`src/rtl/barrier_pkg.sv`:
```
// Shared encodings and defaults for the boom barrier arbiter.
package barrier_pkg;

    typedef enum logic [1:0] {
        ST_IDLE     = 2'd0,
        ST_RAISING  = 2'd1,
        ST_OPEN     = 2'd2,
        ST_LOWERING = 2'd3
    } state_t;

    typedef enum logic {
        LANE_IN  = 1'b0,
        LANE_OUT = 1'b1
    } lane_t;

    localparam int unsigned DEF_RAISE_CYCLES = 50_000_000;
    localparam int unsigned DEF_PASS_TIMEOUT = 500_000_000;
    localparam int unsigned DEF_CLOSE_CYCLES = 50_000_000;
    localparam int unsigned DEF_TMR_W        = 32;

endpackage

```
`src/rtl/barrier_timer.sv`:
```
// Down-counter shared by every timed barrier state; load wins over counting.
module barrier_timer #(
    parameter int unsigned TMR_W = 32
) (
    input  logic             clk,
    input  logic             reset,
    input  logic             load,
    input  logic [TMR_W-1:0] load_val,
    input  logic             en,
    output logic             zero
);

    logic [TMR_W-1:0] cnt;

    always_ff @(posedge clk) begin
        if (reset)
            cnt <= '0;
        else if (load)
            cnt <= load_val;
        else if (en && cnt != '0)
            cnt <= cnt - 1'b1;
    end

    assign zero = (cnt == '0);

endmodule

```
`src/rtl/barrier_arbiter.sv`:
```
// Shared barrier arbiter: round-robin entry/exit grant, raise/open/lower sequencing.
// Optional request latching is enabled by defining BARRIER_REQ_LATCH_EN.
module barrier_arbiter
    import barrier_pkg::*;
#(
    parameter int unsigned RAISE_CYCLES = DEF_RAISE_CYCLES,
    parameter int unsigned PASS_TIMEOUT = DEF_PASS_TIMEOUT,
    parameter int unsigned CLOSE_CYCLES = DEF_CLOSE_CYCLES,
    parameter int unsigned TMR_W        = DEF_TMR_W
) (
    input  logic clk,
    input  logic reset,
    input  logic req_in,
    input  logic req_out,
    input  logic lleno,
    input  logic vacio,
    input  logic auto_entra,
    input  logic auto_sale,
    input  logic obstruct,
    output logic grant_in,
    output logic grant_out,
    output logic motor_up,
    output logic motor_down,
    output logic gate_open,
    output logic timeout
);

    localparam logic [TMR_W-1:0] RAISE_LD = TMR_W'(RAISE_CYCLES - 1);
    localparam logic [TMR_W-1:0] PASS_LD  = TMR_W'(PASS_TIMEOUT - 1);
    localparam logic [TMR_W-1:0] CLOSE_LD = TMR_W'(CLOSE_CYCLES - 1);

    state_t           state;
    lane_t            last_grant;
    lane_t            pick;
    logic             req_in_eff, req_out_eff;
    logic             elig_in, elig_out, any_elig;
    logic             pass_evt;
    logic             tmr_load, tmr_en, tmr_zero;
    logic [TMR_W-1:0] tmr_ld_val;

`ifdef BARRIER_REQ_LATCH_EN
    logic pend_in, pend_out;
    logic take_in, take_out;

    assign take_in  = (state == ST_IDLE) && any_elig && (pick == LANE_IN);
    assign take_out = (state == ST_IDLE) && any_elig && (pick == LANE_OUT);

    // A grant clears its pending bit even if the request is still asserted that cycle.
    always_ff @(posedge clk) begin
        if (reset) begin
            pend_in  <= 1'b0;
            pend_out <= 1'b0;
        end else begin
            pend_in  <= (pend_in  | req_in)  & ~take_in;
            pend_out <= (pend_out | req_out) & ~take_out;
        end
    end

    assign req_in_eff  = req_in  | pend_in;
    assign req_out_eff = req_out | pend_out;
`else
    assign req_in_eff  = req_in;
    assign req_out_eff = req_out;
`endif

    assign elig_in  = req_in_eff  & ~lleno;
    assign elig_out = req_out_eff & ~vacio;
    assign any_elig = elig_in | elig_out;
    assign pass_evt = (grant_in & auto_entra) | (grant_out & auto_sale);

    always_comb begin
        if (elig_in && elig_out)
            pick = (last_grant == LANE_OUT) ? LANE_IN : LANE_OUT;
        else
            pick = elig_in ? LANE_IN : LANE_OUT;
    end

    // Timer reload points mirror the FSM transitions below.
    always_comb begin
        tmr_load   = 1'b0;
        tmr_ld_val = RAISE_LD;
        case (state)
            ST_IDLE:     tmr_load = any_elig;
            ST_RAISING: begin
                tmr_load   = tmr_zero;
                tmr_ld_val = PASS_LD;
            end
            ST_OPEN: begin
                tmr_load   = pass_evt | tmr_zero;
                tmr_ld_val = CLOSE_LD;
            end
            ST_LOWERING: tmr_load = obstruct;
            default:     tmr_load = 1'b0;
        endcase
    end

    assign tmr_en = (state != ST_IDLE);

    barrier_timer #(.TMR_W(TMR_W)) u_timer (
        .clk      (clk),
        .reset    (reset),
        .load     (tmr_load),
        .load_val (tmr_ld_val),
        .en       (tmr_en),
        .zero     (tmr_zero)
    );

    always_ff @(posedge clk) begin
        if (reset) begin
            state      <= ST_IDLE;
            last_grant <= LANE_OUT;
            grant_in   <= 1'b0;
            grant_out  <= 1'b0;
            motor_up   <= 1'b0;
            motor_down <= 1'b0;
            gate_open  <= 1'b0;
            timeout    <= 1'b0;
        end else begin
            timeout <= 1'b0;
            case (state)
                ST_IDLE: begin
                    if (any_elig) begin
                        state      <= ST_RAISING;
                        grant_in   <= (pick == LANE_IN);
                        grant_out  <= (pick == LANE_OUT);
                        motor_up   <= 1'b1;
                        last_grant <= pick;
                    end
                end
                ST_RAISING: begin
                    if (tmr_zero) begin
                        state     <= ST_OPEN;
                        motor_up  <= 1'b0;
                        gate_open <= 1'b1;
                    end
                end
                ST_OPEN: begin
                    // A pass in the expiry cycle counts as a pass, not a timeout.
                    if (pass_evt || tmr_zero) begin
                        state      <= ST_LOWERING;
                        gate_open  <= 1'b0;
                        motor_down <= 1'b1;
                        timeout    <= ~pass_evt;
                    end
                end
                ST_LOWERING: begin
                    if (obstruct) begin
                        state      <= ST_RAISING;
                        motor_down <= 1'b0;
                        motor_up   <= 1'b1;
                    end else if (tmr_zero) begin
                        state      <= ST_IDLE;
                        motor_down <= 1'b0;
                        grant_in   <= 1'b0;
                        grant_out  <= 1'b0;
                    end
                end
                default: state <= ST_IDLE;
            endcase
        end
    end

endmodule

```
`config.mk`:
```
export PLATFORM = sky130hd
export DESIGN_NAME = barrier_arbiter
export DESIGN_NICKNAME = d
export VERILOG_FILES = /design/src/rtl/barrier_pkg.sv /design/src/rtl/barrier_timer.sv /design/src/rtl/barrier_arbiter.sv
export SDC_FILE = /design/constraint.sdc
export NUM_CORES = 1
export LEC_CHECK = 0
export CAP_MARGIN = 20
export CORE_MARGIN = 2
export CORE_UTILIZATION = 45
export DETAILED_ROUTE_END_ITERATION = 7
export GPL_TIMING_DRIVEN = 0
export HOLD_SLACK_MARGIN = 0.08
export PLACE_DENSITY = 0.68
export SETUP_SLACK_MARGIN = 0.3
export SLEW_MARGIN = 15
export SYNTH_ARGS = -nofsm -noshare
export SYNTH_HDL_FRONTEND = slang
export SYNTH_SLANG_ARGS = --single-unit
```
`constraint.sdc`:
```
create_clock -name clk -period 6.65 [get_ports clk]
set_clock_uncertainty 0.15 [all_clocks]
set_input_delay 0.665 -clock clk [delete_from_list [all_inputs] [get_ports clk]]
set_output_delay 0.665 -clock clk [all_outputs]
set_load 0.02 [all_outputs]
```
---- Word-level counts from Yosys, hierarchy flattened ----
Cells that the tools add are included.
Widths: inputs -> output; s select.
cells by class
  reductions and logical operators ........ 19
  muxes and demuxes ....................... 28
  equal/unequal tests ..................... 10
  $add $sub $neg .......................... 1
  bitwise gates (word level) .............. 13
operators with widths
  operator               count
  $mux 32                2
  $logic_not 32->1       1
  $reduce_bool 32->1     1
  $sub 32x1->32 const B  1
  $mux 29                1
  $mux 1                 13
  $ne 2x2->1 const B     6
  $reduce_and 4->1       3
  $mux 2                 5
  $reduce_bool 2->1      5
  $pmux 1 s2             4
  $pmux 2 s4             1
  $not 1->1              6
  $reduce_and 3->1       2
  $and 1x1->1            4
  $eq 2x2->1 const B     2
  $pmux 1 s4             1
  $ne 3x3->1 const B     1
  $or 1x1->1             3
  $pmux 1 s3             1
  $reduce_bool 3->1      1
  $reduce_or 3->1        1
  $eq 2x1->1 const B     1
  $logic_and 1x1->1      2
  3 further kinds        3
storage, ports and cells
  word-level logic and storage cells ...... 80
  flip-flop bits (word level) ............. 41
  input bits .............................. 9
  output and inout port bits .............. 6

---- Longest topological paths before layout ----
  depth in word-level cells ............... 7
  gate-level depth with buffers ........... 9
  mapped depth without buffers ............ 8

---- Cells and area by module ----
A second synthesis with hierarchy kept.
unflattened totals
  cells, all modules ...................... 302
  area, all modules ....................... 2638.8 um2
by module, submodules not included
  module           area each (um2)  times used  cells an instance  sequential area each (um2)
  barrier_timer    1993.2           1           233                640.6
  barrier_arbiter  645.6            1           69                 180.2

---- Least setup slack after synthesis ----
OpenSTA, ideal clock, no wires.
  kind .................................... register -> register
  start ................................... register u_timer.cnt[0]
  end ..................................... register u_timer.cnt[25]
  setup slack ............................. 4.170 ns
  required time ........................... 6.374 ns
  clock period less this slack ............ 2.480 ns
  arrival time ............................ 2.205 ns
  buffers on the path ..................... 1
  setup time .............................. 0.126 ns
  cell stages (with the launch flop) ...... 10
  path through ............................ dfxtp_1 inv_1 ha_1 or4b_1 or4_4 nor4_1 a22oi_1 buf_6 a31oi_2 o221ai_2
between the ends
  cells in the longest elaborated chain, start to end .. 4
  elaborated cells between the ends (all ways) .. 9
  those cells by class .................... add/sub: 1; mux: 3; bitwise: 1; reduce/logical: 4
RTL lines
  item                                                                   line                 RTL
  from (decl)                                                            barrier_timer.sv:13  logic [TMR_W-1:0] cnt;
  from (signal assigned)                                                 barrier_timer.sv:19  cnt <= load_val;
  from (signal assigned)                                                 barrier_timer.sv:21  cnt <= cnt - 1'b1;
  parallel branches: the longest is 4 deep, another holds $sub 32x1->32  -
Several ways; the timed one is not identified. The select of a mux whose other input is x is not followed.
A chain may end at the register's enable or synchronous reset.

---- Worst setup path in the final report ----
Ends and elaborated chain as after synthesis.

==> results.toml <==
[logic_synthesis]
ys_types = 60
ys_ff_latch = 41
synthFlopType = "dfxtp_1"
synth_cells = 284
postSynthAreaPerCell_sq_um = 8.72
synth_seq_area_share_pct = 33.1
syn-cell-area_sq_mm = 0.00248
synthesis.nets = 300
synth_edf_count = 0
synthArstFlopShare_pct = 0
yosysWarnings = 0

[run]
drv_cap = 0

[placed_design]
dp_hpwl_mm = 4.73
place_area_sq_mm = 0.00271
io_buffers = 14
place_congestion = 0.897

[cts]
ctsResizeCount = 0
cts-root-buf = "clkbuf_8"
postCtsSetupRepairBufs = 0
path_clk_slew_ns = 0.08
htreeDepth = 2
cts_sinks = 41
cts_tree = "yes"
clockBufferDepth = 2
insertion_delay_ns = 0.31
cts_buffers = 5
cts_hold_buf = 0

[sta]
rsz0062_at_grt = "false"
finalCritPeriodShare_pct = 44.8
relSlewSlack_pct = 56.4
tightest_slew_ns = 0.655
finalSetupViolCount = 0
hold_viol = 0
slew_viol_final = 0
timing.fmax_ghz = 0.336
min_period_ns = 2.98
fin_tns_setup_ns = 0

[final_layout]
stdcell_area_sq_mm = 0.00279
final_layout_size_suffix_gt1_share_pct = 11.1
diodes = 0
areaGrowthSynthToFinish_pct = 12.6
final_common_cell = "dfxtp_1"
layout_common_cells = "41 x dfxtp_1, 21 x o21ai_0, 19 x a21oi_1, 17 x nor2_1, 15 x xnor2_1"
nNetsFinal = 321

[worst_hold_path]
hold_class = "register to register"

[worst_setup_path]
worstReg2RegEnd = "u_timer.cnt[25]$_SDFFE_PP0P_"
cpPeakStageDelay_ns = 0.47
cp_cell_sequence = "inv_1, ha_1, or4b_1, or4_4, nor4_1, a22oi_1, buf_6, a31oi_2, o221ai_2"
reg2reg_setup_slack_ns = 3.67
worst_setup_path_start_kind = "register"
crit_start = "u_timer.cnt[0]$_SDFFE_PP0P_"
cp_data_required_time_ns = 6.69
worst_setup_path_end_kind = "register"
critPathArrivalTime_ns = 3.01
worst_path_max_delay_cell = "or4_4"
crit_end = "u_timer.cnt[25]$_SDFFE_PP0P_"
r2r_cells = 9
path_max_fanout = 10
r2r_start = "u_timer.cnt[0]$_SDFFE_PP0P_"
crit_type = "register to register"

[power_and_ir_drop]
p_leak_nw = 0.979
intPower_uw = 652
comb_power_share_pct = 51.4
p_per_area_mw_per_mm2 = 433
ir_worst_vdd_mv = 0.214
clock_power_share_pct = 13.6
swShare_pct = 46.0
switching_power_uw = 556
seq_power_share_pct = 35.0

[global_routing]
grt_max_degree = 13
grt_pass1_vias = 2178
gr-total-overflow = 0
antenna_found_initial = 0
grt_pass1_wl_mm = 10.8
track_usage_pct = 22.4

[routing]
vias_per_cell = 6.29
drc = 0
final_antenna_net_count = 0
drt-initial-drc-count = 181
num_vias = 2377
wire_per_inst_microns = 17.6
dr.pass1.iters = 6
wl_mm = 6.64

[die]
num_rows = 27
fp.dieH_microns = 78.2
die_w_microns = 78.2
ioPinCount = 15
dieArea_sq_mm = 0.00611
core_sq_mm = 0.00541
initial_utilization_pct = 45.8

[status]
status = "complete, no violations"
[cell usage after synthesis, types with 3 or more instances]
library cell | number | area, sq um
ha_1 | 7 | 87.6
inv_1 | 9 | 33.8
o31ai_1 | 5 | 37.5
nand2b_1 | 7 | 43.8
nand2_1 | 14 | 52.6
clkbuf_1 | 8 | 30.0
nor4_1 | 10 | 62.6
or4_4 | 4 | 45.0
o21ai_0 | 21 | 105
a21oi_1 | 19 | 95.1
or4_1 | 10 | 75.1
dfxtp_1 | 41 | 821
nor3b_1 | 3 | 22.5
a211o_1 | 4 | 35.0
nand3_1 | 4 | 20.0
or3_1 | 5 | 31.3
nor2_1 | 17 | 63.8
xor2_1 | 4 | 35.0
xnor2_1 | 15 | 131
and3_1 | 3 | 18.8
nand4_1 | 6 | 37.5
a211oi_1 | 5 | 37.5
nor3_1 | 12 | 60.1
[sequential cells by signal (all words and copies together) (netlist names)]
register     flops
grant_out        1
state            2
timeout          1
grant_in         1
motor_up         1
last_grant       1
gate_open        1
u_timer.cnt     32
motor_down       1
[power groups by stage]
stage | logic [mW] | clock network, mW | registers, mW
CTS | 0.612 | 0.166 | 0.421
floorplan | 0.465 | 0 | 0.414
global placement | 0.601 | 0 | 0.425
global route | 0.679 | 0.173 | 0.436
finish | 0.620 | 0.164 | 0.423
detailed placement | 0.607 | 0 | 0.426
[area by class of cell]
cell class                      instances  area (sq um)
Sequential cell                        41           821
Fill cell                             548          2620
Clock buffer                            6          72.6
Multi-Input combinational cell        221          1550
Inverter                                9          33.8
Tap cell                               72          90.1
Buffer                                 13          70.1
Clock inverter                          2          10.0
Timing Repair Buffer                   14           140
[stage by stage]
step                hold WS (ns)  setup WS, ns  total power, mW  utilization, %  std cells
floorplan                  0.306          4.17            0.878               -        284
global placement           0.306          3.66             1.03            50.1        370
detailed placement         0.314          3.66             1.03            50.1        370
CTS                        0.326          3.71             1.20            51.6        378
global route               0.348          3.50             1.29            51.6        378
finish                     0.328          3.67             1.21            51.6        378
[per-layer routing]
metal	GRT usage (%)	wire length, microns	up-vias	part of all wire (%)
li1	-	-	1113	-
met1	29.6	2920	1138	44
met2	36.9	3130	106	47
met3	4.25	439	20	6.6
met4	7.37	153	0	2.3
met5	0	0	-	0
[logic make-up after synthesis]
family                     count (synthesis)  synth area share (%)
DFF                                       41                  33.1
adders and majority gates                  7                  3.54
xor gates and xnor gates                  19                  6.72
buffers and inverters                     22                  4.19
muxes                                      1                 0.404
and+or+nand+nor                          118                  31.0
AOI/OAI and AO/OA                         76                  21.0
[critical path, delay by kind of cell (launching register included)]
family / cells / cell delay, ns
flip-flops: 1 / 0.32
AND/OR/NAND/NOR: 3 / 1.39
adder cells (fa/ha/maj): 1 / 0.21
AO/OA/AOI/OAI: 3 / 0.45
buffers and inverters: 2 / 0.33
[how the worst min path moves through the flow]
stage / cells after the start / from / endpoint / slack [ns]
4_1_cts: 2 / motor_up$_SDFFE_PP0P_ / motor_up$_SDFFE_PP0P_ / 0.33
3_5_place_dp: 2 / motor_up$_SDFFE_PP0P_ / motor_up$_SDFFE_PP0P_ / 0.31
2_1_floorplan: 1 / last_grant$_SDFFE_PP1P_ / last_grant$_SDFFE_PP1P_ / 0.31
3_3_place_gp: 2 / motor_up$_SDFFE_PP0P_ / motor_up$_SDFFE_PP0P_ / 0.31
6_report: 2 / motor_up$_SDFFE_PP0P_ / motor_up$_SDFFE_PP0P_ / 0.33
5_1_grt: 2 / motor_up$_SDFFE_PP0P_ / motor_up$_SDFFE_PP0P_ / 0.35
Note: power is estimated with default switching activity, not from simulation.
